$ cat src/rtl/counter_dispatch_scheduler_pkg.sv
// Shared types, constants and helpers for the counter dispatch scheduler.
package counter_dispatch_scheduler_pkg;

    localparam int NUM_CNT   = 5;
    localparam int TICKET_W  = 6;
    localparam int CALL_HOLD = 4;
    localparam int PTR_W     = $clog2(NUM_CNT);
    localparam int HOLD_W    = $clog2(CALL_HOLD + 1);
    localparam int CALL_W    = 3;

    // Ticket value 0 and counter code 0 both mean "none".
    localparam logic [TICKET_W-1:0] TICKET_NONE    = TICKET_W'(0);
    localparam logic [TICKET_W-1:0] TICKET_ONE     = TICKET_W'(1);
    localparam logic [TICKET_W-1:0] TICKET_MAX     = {TICKET_W{1'b1}};
    localparam logic [TICKET_W-1:0] QUEUE_FULL_LVL = TICKET_MAX - TICKET_ONE;
    localparam logic [CALL_W-1:0]   COUNTER_NONE   = CALL_W'(0);

    typedef enum logic [1:0] {
        ST_IDLE     = 2'd0,
        ST_GRANT    = 2'd1,
        ST_ANNOUNCE = 2'd2
    } state_e;

    // Next ticket number; skips the reserved 0 by wrapping max back to 1.
    function automatic logic [TICKET_W-1:0] ticket_inc(input logic [TICKET_W-1:0] t);
        logic [TICKET_W-1:0] r;
        if (t == TICKET_MAX) r = TICKET_ONE;
        else                 r = t + TICKET_ONE;
        return r;
    endfunction

    // Index of the set bit in a one-hot counter vector (0 when empty).
    function automatic logic [PTR_W-1:0] onehot_to_idx(input logic [NUM_CNT-1:0] oh);
        logic [PTR_W-1:0] idx;
        idx = PTR_W'(0);
        for (int i = 0; i < NUM_CNT; i++) begin
            if (oh[i]) idx = PTR_W'(i);
            else       idx = idx;
        end
        return idx;
    endfunction

endpackage

$ cat src/rtl/counter_dispatch_scheduler_rr_arbiter.sv
// Combinational round-robin arbiter: first request at or above the pointer,
// wrapping around, wins.
module rr_arbiter #(
    parameter int N     = 5,
    parameter int PTR_W = 3
) (
    input  logic [N-1:0]     req_i,
    input  logic [PTR_W-1:0] ptr_i,
    output logic [N-1:0]     gnt_o,
    output logic             gnt_valid_o
);

    logic [PTR_W:0]   sum_s;
    logic [PTR_W-1:0] idx_s;
    logic             found_s;

    // Scan requests upward from the pointer and keep the first hit.
    always_comb begin
        gnt_o   = {N{1'b0}};
        found_s = 1'b0;
        sum_s   = {(PTR_W+1){1'b0}};
        idx_s   = {PTR_W{1'b0}};
        for (int i = 0; i < N; i++) begin
            sum_s = {1'b0, ptr_i} + (PTR_W+1)'(i);
            if (sum_s >= (PTR_W+1)'(N)) sum_s = sum_s - (PTR_W+1)'(N);
            else                        sum_s = sum_s;
            idx_s = sum_s[PTR_W-1:0];
            if (!found_s && req_i[idx_s]) begin
                gnt_o[idx_s] = 1'b1;
                found_s      = 1'b1;
            end else begin
                found_s = found_s;
            end
        end
        gnt_valid_o = found_s;
    end

endmodule

$ cat src/rtl/counter_dispatch_scheduler.sv
// Ticket issuer, waiting queue count and round-robin call dispatcher.
module counter_dispatch_scheduler
    import counter_dispatch_scheduler_pkg::*;
(
    input  logic                clk_i,
    input  logic                rst_i,
    input  logic                button_i,
    input  logic [NUM_CNT-1:0]  counter_free_i,
    input  logic [NUM_CNT-1:0]  counter_done_i,
    output logic [TICKET_W-1:0] current_number_o,
    output logic [TICKET_W-1:0] waiting_count_o,
    output logic                queue_full_o,
    output logic                call_valid_o,
    output logic [CALL_W-1:0]   counter_call_o,
    output logic [TICKET_W-1:0] number_service_o,
    output logic [NUM_CNT-1:0]  busy_o
);

    state_e                state_q, state_d;
    logic [PTR_W-1:0]      ptr_q, ptr_d;
    logic [HOLD_W-1:0]     hold_q, hold_d;
    logic [TICKET_W-1:0]   cur_q, cur_d;
    logic [TICKET_W-1:0]   waiting_q, waiting_d;
    logic                  full_q, full_d;
    logic                  call_valid_q, call_valid_d;
    logic [CALL_W-1:0]     call_q, call_d;
    logic [TICKET_W-1:0]   serv_q, serv_d;
    logic [NUM_CNT-1:0]    busy_q, busy_d;

    logic [NUM_CNT-1:0]    elig_s;
    logic [NUM_CNT-1:0]    gnt_s;
    logic                  gnt_valid_s;
    logic [PTR_W-1:0]      gnt_idx_s;
    logic                  issue_s;
    logic                  grant_s;

    assign elig_s    = counter_free_i & ~busy_q;
    assign gnt_idx_s = onehot_to_idx(gnt_s);

    rr_arbiter #(
        .N     (NUM_CNT),
        .PTR_W (PTR_W)
    ) u_rr_arbiter (
        .req_i       (elig_s),
        .ptr_i       (ptr_q),
        .gnt_o       (gnt_s),
        .gnt_valid_o (gnt_valid_s)
    );

    // Next-state logic: FSM, ticket issue, queue count and busy tracking.
    always_comb begin
        state_d      = state_q;
        ptr_d        = ptr_q;
        hold_d       = hold_q;
        call_valid_d = call_valid_q;
        call_d       = call_q;
        serv_d       = serv_q;
        grant_s      = 1'b0;
        busy_d       = busy_q & ~counter_done_i;
        issue_s      = button_i & ~full_q;

        case (state_q)
            ST_IDLE: begin
                if ((waiting_q != TICKET_NONE) && (elig_s != {NUM_CNT{1'b0}})) state_d = ST_GRANT;
                else                                                           state_d = ST_IDLE;
            end
            ST_GRANT: begin
                // A counter that dropped counter_free here aborts without side effects.
                if (gnt_valid_s) begin
                    grant_s      = 1'b1;
                    busy_d       = busy_d | gnt_s;
                    serv_d       = ticket_inc(serv_q);
                    call_d       = CALL_W'(gnt_idx_s) + CALL_W'(1);
                    hold_d       = HOLD_W'(CALL_HOLD);
                    call_valid_d = 1'b1;
                    state_d      = ST_ANNOUNCE;
                    if (gnt_idx_s == PTR_W'(NUM_CNT - 1)) ptr_d = PTR_W'(0);
                    else                                  ptr_d = gnt_idx_s + PTR_W'(1);
                end else begin
                    state_d = ST_IDLE;
                end
            end
            ST_ANNOUNCE: begin
                if (hold_q > HOLD_W'(1)) begin
                    hold_d = hold_q - HOLD_W'(1);
                end else begin
                    hold_d       = HOLD_W'(0);
                    call_valid_d = 1'b0;
                    state_d      = ST_IDLE;
                end
            end
            default: begin
                state_d      = ST_IDLE;
                hold_d       = HOLD_W'(0);
                call_valid_d = 1'b0;
            end
        endcase

        if (issue_s) cur_d = ticket_inc(cur_q);
        else         cur_d = cur_q;

        // A press and a grant on the same edge cancel out.
        case ({issue_s, grant_s})
            2'b10:   waiting_d = waiting_q + TICKET_ONE;
            2'b01:   waiting_d = waiting_q - TICKET_ONE;
            default: waiting_d = waiting_q;
        endcase

        full_d = (waiting_d == QUEUE_FULL_LVL);
    end

    // State and output registers with synchronous reset.
    always_ff @(posedge clk_i) begin
        if (rst_i) begin
            state_q      <= ST_IDLE;
            ptr_q        <= PTR_W'(0);
            hold_q       <= HOLD_W'(0);
            cur_q        <= TICKET_NONE;
            waiting_q    <= TICKET_NONE;
            full_q       <= 1'b0;
            call_valid_q <= 1'b0;
            call_q       <= COUNTER_NONE;
            serv_q       <= TICKET_NONE;
            busy_q       <= {NUM_CNT{1'b0}};
        end else begin
            state_q      <= state_d;
            ptr_q        <= ptr_d;
            hold_q       <= hold_d;
            cur_q        <= cur_d;
            waiting_q    <= waiting_d;
            full_q       <= full_d;
            call_valid_q <= call_valid_d;
            call_q       <= call_d;
            serv_q       <= serv_d;
            busy_q       <= busy_d;
        end
    end

    assign current_number_o = cur_q;
    assign waiting_count_o  = waiting_q;
    assign queue_full_o     = full_q;
    assign call_valid_o     = call_valid_q;
    assign counter_call_o   = call_q;
    assign number_service_o = serv_q;
    assign busy_o           = busy_q;

endmodule

$ cat config.mk
export PLATFORM = sky130hd
export DESIGN_NAME = counter_dispatch_scheduler
export DESIGN_NICKNAME = d
export VERILOG_FILES = /design/src/rtl/counter_dispatch_scheduler_pkg.sv /design/src/rtl/counter_dispatch_scheduler_rr_arbiter.sv /design/src/rtl/counter_dispatch_scheduler.sv
export SDC_FILE = /design/constraint.sdc
export NUM_CORES = 1
export LEC_CHECK = 0
export CAP_MARGIN = 10
export CORE_MARGIN = 2
export CORE_UTILIZATION = 30
export CTS_CLUSTER_DIAMETER = 50
export CTS_CLUSTER_SIZE = 12
export DETAILED_ROUTE_END_ITERATION = 8
export SYNTH_ARGS = -nofsm -noshare
export SYNTH_HDL_FRONTEND = slang
export SYNTH_SLANG_ARGS = --single-unit
$ cat constraint.sdc
create_clock -name clk_i -period 8.2 [get_ports clk_i]
set_clock_uncertainty 0.05 [all_clocks]
set_input_delay 1.64 -clock clk_i [delete_from_list [all_inputs] [get_ports clk_i]]
set_output_delay 1.64 -clock clk_i [all_outputs]
set_load 0.05 [all_outputs]
# Word level (Yosys, flattened, before mapping)
# Index checks and enable logic that the tools add are counted.
dict set report totals {
  ff_bits 36
  wordCells 140
  input_bits 13
  output_inout_bits 28
}
dict set report op_classes {
  n_addsub 15
  n_lt_le_gt_ge 16
  n_eq_ne 10
  reduce_logical 20
  mux 57
  bitwise 12
}
# op n
set op_table {}
lappend op_table {{$mux W5} 7}
lappend op_table {{$mux W3} 11}
lappend op_table {{$or A5 B5 Y5} 5}
lappend op_table {{$mux W1} 21}
lappend op_table {{$lt A3 B4 Y1 const B} 5}
lappend op_table {{$add A6 B1 Y6 const B} 3}
lappend op_table {{$eq A6 B6 Y1 const B} 3}
lappend op_table {{$ge A4 B3 Y1 const B} 4}
lappend op_table {{$bmux W1 S3} 5}
lappend op_table {{$demux W1 S3} 5}
lappend op_table {{$ge A3 B1 Y1 const B} 5}
lappend op_table {{$sub A3 B3 Y3 const B} 5}
lappend op_table {{$mux W6} 2}
lappend op_table {{$pmux W6 S2} 1}
lappend op_table {{$and A5 B5 Y5} 2}
lappend op_table {{$logic_and A1 B1 Y1} 10}
lappend op_table {{$not A5 Y5} 2}
lappend op_table {{$pmux W3 S3} 1}
lappend op_table {{$add A3 B2 Y4 const B} 2}
lappend op_table {{$pmux W2 S3} 1}
lappend op_table {{$reduce_bool A6 Y1} 1}
lappend op_table {{$sub A6 B1 Y6 const B} 1}
lappend op_table {{$reduce_bool A5 Y1} 1}
lappend op_table {{$add A3 B1 Y4 const B} 1}
lappend op_table {{other kinds (17)} 26}

# Depth between registers and ports, before layout
# Gate-level depths: netlist (run 1).
dict set report logic_depth {
  ltp_word 23
  depth_mapped 27
  mapped_depth_nobuf 22
}

# Hierarchy
# From an unflattened synthesis (run 1), not the netlist that was laid out.
dict set report unflattened {
  cells_unflattened 424
  area_unflattened_um2 3275.6
}
# module cells_each area_per_inst_um2 instances seq_area_each_um2
set by_module_without_submodules {}
lappend by_module_without_submodules {counter_dispatch_scheduler 238 1956.9 1 720.7}
lappend by_module_without_submodules {rr_arbiter 186 1318.8 1 0.0}

# Worst setup path after synthesis (run 1)
# OpenSTA, ideal clock, no wires.
dict set report synth_path {
  path_type {input to register}
  startpoint {input port counter_free_i[1]}
  endpoint {register full_q (netlist: queue_full_o)}
  arrival_time_ns 4.967
  cell_stages 21
  t_required_ns 8.072
  slack_ns 3.105
  setup_ns 0.078
  path_buffers 2
  cell_sequence {nor3b_1 -> mux2_1 -> o21ai_2 -> and4_4 -> and3_4 -> nand4_1 -> nand2_2 -> inv_2 -> buf_2 -> ha_1 -> buf_1 -> xor2_1 -> ha_1 -> a21o_1 -> a221oi_1 -> a21oi_1 -> o21bai_1 -> xor2_1 -> nor2_1 -> nand3b_1 -> nor3_1}
}
dict set report synth_between {
  elab_chain_cells 21
  word_cells_on_any_way 30
  cone_classes {eq/ne: 3; mux: 18; bitwise: 1; reduce/logical: 8}
}
# item line
set synth_lines {}
lappend synth_lines {{start, declared} counter_dispatch_scheduler.sv:8} ;# input logic [NUM_CNT-1:0] counter_free_i,
lappend synth_lines {{$and A5 B5 Y5 (*)} counter_dispatch_scheduler.sv:37} ;# assign elig_s = counter_free_i & ~busy_q;
lappend synth_lines {{$bmux W1 S3} counter_dispatch_scheduler_rr_arbiter.sv:28} ;# if (!found_s && req_i[idx_s]) begin
lappend synth_lines {{$mux W1 (implied by the code)} counter_dispatch_scheduler_rr_arbiter.sv:28}
lappend synth_lines {{$mux W1} counter_dispatch_scheduler_rr_arbiter.sv:28}
lappend synth_lines {{$logic_not A1 Y1} counter_dispatch_scheduler_rr_arbiter.sv:28}
lappend synth_lines {{$logic_and A1 B1 Y1} counter_dispatch_scheduler_rr_arbiter.sv:28}
lappend synth_lines {{$mux W1} counter_dispatch_scheduler_rr_arbiter.sv:28}
lappend synth_lines {{$logic_not A1 Y1} counter_dispatch_scheduler_rr_arbiter.sv:28}
lappend synth_lines {{[5 not listed]} -}
lappend synth_lines {{$logic_not A1 Y1} counter_dispatch_scheduler_rr_arbiter.sv:28}
lappend synth_lines {{$logic_and A1 B1 Y1} counter_dispatch_scheduler_rr_arbiter.sv:28}
lappend synth_lines {{$mux W1 (*)} counter_dispatch_scheduler_rr_arbiter.sv:28}
lappend synth_lines {{$mux W1 (*)} counter_dispatch_scheduler.sv:69} ;# if (gnt_valid_s) begin
lappend synth_lines {{$mux W1 (*)} counter_dispatch_scheduler.sv:62} ;# case (state_q)
lappend synth_lines {{$eq A2 B1 Y1 or $eq A2 B2 Y1 (tied branches)} counter_dispatch_scheduler.sv:103} ;# case ({issue_s, grant_s})
lappend synth_lines {{$pmux W6 S2 (*)} counter_dispatch_scheduler.sv:103}
lappend synth_lines {{$eq A6 B6 Y1 (*)} counter_dispatch_scheduler.sv:109} ;# full_d = (waiting_d == QUEUE_FULL_LVL);
lappend synth_lines {{end signal, assigned} counter_dispatch_scheduler.sv:131} ;# full_q <= full_d;
lappend synth_lines {{end, declared} counter_dispatch_scheduler.sv:24} ;# logic full_q, full_d;
# Every way passes the cells marked *; elsewhere a longest branch is shown, timed or not. The select of a mux whose other input is x is not followed.
# A chain may end at the register's enable or synchronous reset.

# Worst setup path in the final report (run 1)
dict set report layout_path {
  startpoint {register ptr_q[1]}
  endpoint {register full_q (netlist: queue_full_o)}
}
dict set report layout_between {
  elab_chain_cells 22
  word_cells_on_any_way 48
  cone_classes {add/sub: 9; order compare: 5; eq/ne: 3; mux: 23; reduce/logical: 8}
}
# item line
set layout_lines {}
lappend layout_lines {{start, declared} counter_dispatch_scheduler.sv:20} ;# logic [PTR_W-1:0] ptr_q, ptr_d;
lappend layout_lines {{start signal, assigned} counter_dispatch_scheduler.sv:127} ;# ptr_q <= ptr_d;
lappend layout_lines {{branches (longest 16 deep; another with $add A3 B1 Y4)} -}
lappend layout_lines {{$mux W1 (*)} counter_dispatch_scheduler_rr_arbiter.sv:28}
lappend layout_lines {{$mux W1 (*)} counter_dispatch_scheduler.sv:69}
lappend layout_lines {{$mux W1 (*)} counter_dispatch_scheduler.sv:62}
lappend layout_lines {{$eq A2 B1 Y1 or $eq A2 B2 Y1 (tied branches)} counter_dispatch_scheduler.sv:103}
lappend layout_lines {{$pmux W6 S2 (*)} counter_dispatch_scheduler.sv:103}
lappend layout_lines {{$eq A6 B6 Y1 (*)} counter_dispatch_scheduler.sv:109}
# Mark *: on every way between the ends. The select of a mux whose other input is x is not followed.

==> results of run 1 <==
-- metal layers --
| metal | up-vias | GRT usage | part of all wire |
|---|---|---|---|
| met2 | 88 | 0.2561 | 0.47 |
| met3 | 10 | 0.01627 | 0.042 |
| met4 | 0 | 0.04396 | 0.016 |
| met5 | - | 0 | 0 |
| met1 | 1445 | 0.2131 | 0.47 |
| li1 | 1545 | - | - |
-- kinds of logic (layout without fill, tap and decap cells) --
kind of cell | after synthesis | count (layout)
buffers and inverters | 40 | 74
AND/OR/NAND/NOR | 174 | 174
flip-flops | 36 | 36
multiplexers | 20 | 20
adder cells (fa/ha/maj) | 20 | 20
AO/OA/AOI/OAI | 98 | 98
XOR/XNOR | 14 | 14
-- synthesized netlist by cell type (2+ instances only) --
master	n
buf_6	4
a21oi_1	24
o21ai_1	3
o31ai_1	2
and3_1	5
nand3_1	14
clkbuf_1	6
a21o_1	5
nand2_1	24
o21ai_0	8
mux2i_1	16
nor2_1	42
o22ai_1	3
a32o_1	2
o211ai_1	2
a311oi_1	3
o21bai_1	2
nand3_2	2
nor2b_1	10
o32ai_1	7
buf_2	4
a211o_1	3
ha_1	19
dfxtp_1	36
nor3_1	6
inv_2	4
inv_1	20
or3_1	4
nor4_1	3
or4_1	2
nand3b_1	9
xor2_1	10
nand2b_1	16
a2bb2oi_1	3
a221oi_1	2
o211a_1	2
a31oi_1	4
nor3b_1	8
and2_1	3
or3b_1	2
mux2_1	2
a211oi_1	2
a211oi_2	2
xnor2_1	4
nand4_1	7
-- worst register-to-register path, stage by stage (launching register included) --
cell and delay (ns):
dfxtp_1 0.67, inv_1 0.30, ha_1 0.31, ha_1 0.45, a21oi_4 0.33, mux2_1 0.39
o211a_1 0.27, nor3_2 0.40, nand4_1 0.20, nand2_2 0.16, inv_2 0.16, ha_1 0.37
xor2_1 0.19, ha_1 0.24, a21o_1 0.19, a221oi_1 0.29, a21oi_1 0.07, o21bai_1 0.17
xor2_1 0.09, nor2_1 0.12, nand3b_1 0.08, nor3_1 0.15
-- registers in the layout, summed over array words and instances, names as in the netlist --
register	flops
counter_call_o	3
number_service_o	6
queue_full_o	1
state_q	2
ptr_q	3
call_valid_o	1
waiting_count_o	6
busy_o	5
hold_q	3
current_number_o	6
-- placed cells by master, fill, tap and decap left out, types with 4 or more instances in the layout --
| cell type | count |
|---|---|
| a31oi_1 | 4 |
| nand3_1 | 14 |
| o32ai_1 | 7 |
| dfxtp_1 | 36 |
| or3_1 | 4 |
| a21oi_1 | 24 |
| inv_1 | 20 |
| nand4_1 | 7 |
| nand3b_1 | 9 |
| ha_1 | 19 |
| o21ai_0 | 8 |
| and3_1 | 5 |
| clkbuf_8 | 6 |
| xor2_1 | 10 |
| nor2_1 | 42 |
| xnor2_1 | 4 |
| nor3_1 | 6 |
| nor2b_1 | 10 |
| a21o_1 | 5 |
| nor3b_1 | 8 |
| clkdlybuf4s50_1 | 40 |
| nand2_1 | 24 |
| inv_2 | 4 |
| mux2i_1 | 16 |
| nand2b_1 | 16 |
-- area by class of cell --
cell class | count | area (sq um) | share of cell area
Timing Repair Buffer | 42 | 415.4 | 0.1083
Multi-Input combinational cell | 326 | 2341 | 0.6104
Inverter | 24 | 90.09 | 0.02349
Tap cell | 140 | 175.2 | 0.04568
Sequential cell | 36 | 720.7 | 0.1879
Clock buffer | 6 | 82.58 | 0.02153
Clock inverter | 2 | 10.01 | 0.002610
-- worst paths after layout --
check,start,endpoint
max,ptr_q[1],queue_full_o
min reg2reg,counter_call_o[2],counter_call_o[2]
max reg2reg,ptr_q[1],queue_full_o
min,counter_call_o[2],counter_call_o[2]
-- per-stage QoR --
stage	area, sq um	total power [mW]
after floorplan	3251	1.089
after global placement	3742	1.318
after detailed placement	3742	1.325
after CTS	3835	1.463
after global routing	3835	1.585
final	3835	1.470
-- power by group --
part           internal [mW]  switching, mW  total, mW  leakage (nW)
Clock                 0.0670         0.0623      0.129        0.0510
Combinational          0.428          0.662       1.09          1.08
Sequential             0.205         0.0454      0.251         0.292
Total                  0.701          0.770       1.47          1.43
==> summary by stage, run 1 <==
Run status
The run finished with clean final reports.

Worst setup path
The capturing element type of the critical path is a flop. The type of the worst setup path is reg2reg. The category of the worst setup path launch point is a flop. The maximum net fanout on the critical path is 21. The critical path goes through inv_1 -> ha_1 -> ha_1 -> a21oi_4 -> mux2_1 -> o211a_1 -> nor3_2 -> nand4_1 -> nand2_2 -> inv_2 -> ha_1 -> xor2_1 -> ha_1 -> a21o_1 -> a221oi_1 -> a21oi_1 -> o21bai_1 -> xor2_1 -> nor2_1 -> nand3b_1 -> nor3_1. Counting cells, the worst reg-to-reg path comes to 21.

The delay of the slowest cell on the worst path is 0.67 ns. Among the stages of the critical path, the cell type that occurs most often is ha_1. STA puts the critical path data required time at 8.36 ns. The worst-path cell with the longest stage delay is dfxtp_1. The critical path contains buffers and inverters numbering 2 combined. The data arrival time of the critical path is 5.88 ns. The family with the most delay on the worst path is adder cells. The slack of the worst reg-to-reg path is 2.48 ns. The instance count on the critical path is 21.

Power
IR analysis of the VDD net gives a maximum drop of 0.1780 mV. The power density relative to cell area is 383.4 nW/um^2. Summed over all cells, the static leakage comes to 1.427 nW.

Drt
The total wire length is 8833 microns. The routed layout has 3088 vias. The first-pass iteration count of the detailed router is 5. The residual DRC count is 0. After detailed routing, the number of vias per cell comes to 5.361. The average wire per standard cell is 15.34 microns.

After the first detailed-routing iteration, the DRC count stood at 252. The remaining number of nets flagged by the antenna check after routing is 0.

Flow run
Max-cap violations in this run came to 0.

Synth
The number of warnings issued by yosys is 0. The fraction of synthesized cell area taken by the top area cell type is 0.2217. The portion of synthesized area spent on multiplexers is 0.06390.

Ranked by total cell area, the synthesized netlist is headed by dfxtp_1 22%, ha_1 7.3%, mux2i_1 4.9%. By area, the combinational part of the netlist is dominated by simple AND/OR/NAND/NOR gates. The share of synthesized cell area in full adder, half adder and majority cells is 0.07929. The fraction of synthesis flops using an asynchronous set or reset pin is 0. Of the total synthesized cell area, the portion taken by AND, OR, NAND and NOR gates is 0.3079. The post-synthesis compound-gate area fraction is 0.2313. The number of enable flip-flop cells after synthesis is 0.

The most used flip-flop cell after synthesis is dfxtp_1. The biggest area contributor in the post-synthesis netlist is dfxtp_1. The synthesized flop and latch total is 36. The synthesized netlist occupies a cell area of 3251 sq um. Of the synthesized area, sequential elements account for 0.2217. The post-synthesis net count is 435. Each instance of the synthesized netlist takes up on average 8.086 sq um. The xor-xnor portion of the synthesized cell area is 0.03772. Synthesis produced a netlist whose cell count is 402. The number of distinct standard cells referenced by the synthesized netlist is 86.

Cells and area
The area growth from synthesis to final layout is 17.98%. The net count of the finished layout is 468. 0 antenna diodes ended up in the layout. The filler cells instantiated in the layout total 1112.

The finished layout holds 576 standard cells, fillers aside. The core occupancy in the finished layout is 0.3585. Of the cells placed in the final design, the portion with a size suffix greater than 1 is 0.09404.

STA
The hold violation count in the final report was 0. The final hold slack is 0.4422 ns. Derived from the worst setup path, the maximum achievable clock frequency is 174.8 MHz. Once routing completed, OpenROAD measured the worst setup slack at 2.478 ns. Setup violations remaining at the end of the flow were counted as 0. The smallest clock period supported by the final layout is computed as 5.722 ns. In the finished design, the share of the clock period the worst path needs comes to 0.6978. The number of max-slew violations in the final report is 0. Setup total negative slack on the finished layout was measured at 0 ns. Setup repair after global routing left no endpoint under its margin. The worst-margin pin slew is 0.6116 ns. Headroom to the max-slew limit came out at 0.5889.

Placed design
The half-perimeter wire length after placement is 6822 microns. After detailed placement, the design holds a cell count of 568. In this run the tool buffered the top-level ports with 40 buffer cells.

OpenSTA, run right after detailed placement, puts the worst setup slack at 2.307 ns. At the end of routability-driven placement, the weighted congestion stood at 0.9940.

Clocking
The clock tree from TritonCTS is built. For this design, the CTS-stage hold fixing added 0 buffers. The clock reaches the later pin of the worst-skew pair after 0.28 ns. For this design, the sink count on the clock tree is 36.

The longest clock path from root to sink contains 2 buffers. Clock tree synthesis inserted a total of 5 buffers. The H-tree generated during clock tree synthesis spans 2 levels. Buffers added to address setup during post-CTS repair amount to 0. The clock transition time at the flip-flop clock pins of the worst setup and hold paths is 0.07 ns.

The buffer type at the clock tree root is clkbuf_8. The quantity of gates resized following cts is 0.

Floorplanning
The die area is 11680 sq um. The chip width is 108.1 microns. The core footprint is 10700 sq um.

The number of placed I/O pins is 41. The row count is 38. The starting density of the core is 0.3039. The vertical extent of the die is 108.1 microns.

GRT
The final global-route overflow total is 0. The all-layer global routing usage is 0.1548. The global-route wire length before repair is 14680 microns.

The initial antenna violation count is 0. The via count of the first global-routing pass is 2923. Entering global routing, the biggest net connects 37 pins.

Worst hold path
The path class of the tightest hold or removal check is reg2reg. The worst hold path was traced through 2 stages.
Note: power is estimated with default switching activity, not from simulation.
==> run 2: changes to the inputs <==
clock period = 5.3 ns   (was 8.2 ns; I/O delays follow)
==> run 2 against run 1 <==
  * Utilization grew 1.0 points
  * Largest cell class unchanged
  * First-iteration DRC count fell by 10%
  * Cell count grew 1.7%
  * Sequential power up 52%
  * Register-to-register slack got worse by 2.0 ns
  * Clock-buffer cell count is 1 higher
==> summary by stage, run 2 (synthesized netlist as in run 1, its figures left out) <==
Floorplanning
The die area is 11680 sq um. The number of placed I/O pins is 41. The vertical extent of the die is 108.1 microns. The row count is 38.

The starting density of the core is 0.3039. The chip width is 108.1 microns. The core region is 10700 sq um.

Worst setup path
The slowest stage of the critical path belongs to the cell fa_1. The largest single stage delay on the critical path is 0.48 ns. STA classifies the critical path startpoint as a flop. By instance count, the cell type seen most on the critical path is nor2_1.

The critical path starts at ptr_q[1]. The maximum net fanout on the critical path is 12. The data arrival time of the critical path is 4.97 ns. The worst setup path is captured at a flop. At the worst endpoint, the required time is 5.46 ns. The startpoint of the lowest-slack register-to-register path is ptr_q[1]. The family with the most delay on the worst path is compound AO/OA/AOI/OAI gates. The critical path buffer and inverter count is 4. Traced cell by cell, the critical path runs through buf_4 -> ha_1 -> inv_1 -> fa_1 -> nor2_1 -> o32ai_1 -> a221o_2 -> nor2_1 -> nand4_1 -> nand2_2 -> inv_2 -> ha_1 -> buf_4 -> a32o_1 -> a21oi_1 -> mux2i_1 -> o22ai_1 -> mux2i_1 -> nor2_1 -> xnor2_1 -> nor3_1. The type of the worst setup path is reg2reg.

Clocking
The longest clock path from root to sink contains 2 buffers. In this run the clock root is driven by a clkbuf_8. After clock tree synthesis, the setup repair step added 0 buffers.

The deepest level of the CTS H-tree is 2. The number of gates resized after CTS was 0. TritonCTS built the clock tree. The total CTS buffers is 5. The number of buffers added to fix hold violations after cts is 0. The clock transition time at the flip-flop clock pins of the worst setup and hold paths is 0.08 ns. The clock net in this run drives a total of 36 sinks. The clock reaches the later pin of the worst-skew pair after 0.28 ns.

Cells and area
In the layout the commonest cells are 42 x nor2_1, 40 x clkdlybuf4s50_1, 36 x dfxtp_1. The post-route standard cell area excluding fillers is 3944 sq um. The final-layout fill cell count is 1129. The area growth from synthesis to layout is 21.32%. The commonest non-fill, non-tap cell in the layout is nor2_1. The number of antenna cells inserted is 0. In the final layout, the share of cells above drive strength 1 is 0.1143. The final-stage net count is 478.

STA
Setup repair after global routing left no endpoint under its margin. The final period demand of the worst path is 4.812 ns. In the finished design, the share of the clock period the worst path needs comes to 0.9080. The hold violation count in the final report came to 0. The maximum clock frequency is 207.8 MHz.

The worst relative slew slack is 0.5743. The number of max-slew violations in the final report is 0. The worst-margin pin slew is 0.6366 ns. The setup TNS is 0 ns. The final setup violation count is 0.

Run status
The flow ran to the end, and the final reports show no timing, DRC or antenna violations.

GRT
In the global route stage, overall resource usage came out at 0.1619. The global-route wire length before repair is 15390 microns. Entering global routing, the biggest net connects 36 pins.

The via count of the first global-routing pass is 3030. The total overflow left after global routing is 0. The initial antenna violation count came to 0.

Power
The worst voltage drop across the vdd grid is 0.2830 mV. Power spread over the standard cell area amounts to 615.8 nW/um^2. The analysis attributes to cell leakage a power of 1.490 nW.

Placed design
The number of port buffers is 40. Summing all placed instances gives a cell area of 3817 sq um. After legalization and detailed placement, the total HPWL measured 7259 microns.

The routability congestion estimate from global placement is 1.018.

Drt
In the routed design, unresolved DRC markers number 0. In this run the remaining antenna-violating nets after routing total 0. After the first detailed-routing iteration, the DRC count stood at 226.

The detailed-route via count is 3202. The first-pass iteration count of the detailed router is 5. The total wire length is 9455 microns. Dividing the detail-routed via count by the number of cells gives 5.464.

In the final routed layout, each cell accounts on average for 16.13 microns.

Flow run
The max capacitance violation total is 0.

Worst hold path
The startpoint identified for the worst hold timing path is counter_call_o[2]. The path class of the tightest hold or removal check is reg2reg.
run 2: routing by layer:
metal / vias up / part of all wire / routed length, microns / track usage
li1: 1562 / - / - / -
met1: 1483 / 0.45 / 4228 / 0.2148
met2: 137 / 0.47 / 4413 / 0.2659
met3: 20 / 0.060 / 569 / 0.02291
met4: 0 / 0.026 / 243 / 0.06136
met5: - / 0 / 0 / 0
run 2: report_power, final:
group	total (mW)	internal (mW)	switching [mW]
logic	1.78	0.720	1.06
clock network	0.266	0.166	0.100
registers	0.381	0.318	0.0627
run 2: worst paths after layout:
path / to / slack, ns / depth (start not counted)
setup reg to reg: queue_full_o / 0.49 / 21
hold / removal: counter_call_o[2] / 0.45 / 2
setup / recovery: queue_full_o / 0.49 / 21
hold reg to reg: counter_call_o[2] / 0.45 / 2
run 2: area by class of cell:
type / instances / area [sq um] / share of cell area
clock buffer: 7 / 96.34 / 0.02443
multi-input combinational: 326 / 2341 / 0.5936
tap: 140 / 175.2 / 0.04442
timing repair buffer: 52 / 490.5 / 0.1244
inverter: 24 / 90.09 / 0.02284
clock inverter: 1 / 30.03 / 0.007614
sequential: 36 / 720.7 / 0.1827
run 2: worst reg2reg max path: cells and delay by family, from the launching register on:
kind                     cells  cell delay (ns)
AO/OA/AOI/OAI                5             1.33
AND/OR/NAND/NOR              6             1.09
adder cells (fa/ha/maj)      3             0.85
buffers and inverters        4             0.50
flip-flops                   1             0.40
multiplexers                 2             0.37
XOR/XNOR                     1             0.15
run 2: through the flow:
stage / power [mW] / instances / hold slack (ns) / utilization / setup WS, ns
after floorplan: 1.685 / 402 / 0.4104 / - / 0.3626
after global routing: 2.597 / 586 / 0.4820 / 0.3687 / 0.07562
after CTS: 2.409 / 586 / 0.4477 / 0.3687 / 0.4950
after detailed placement: 2.126 / 578 / 0.4299 / 0.3568 / 0.3309
after global placement: 2.126 / 578 / 0.4288 / 0.3568 / 0.5105
final: 2.429 / 586 / 0.4464 / 0.3687 / 0.4875
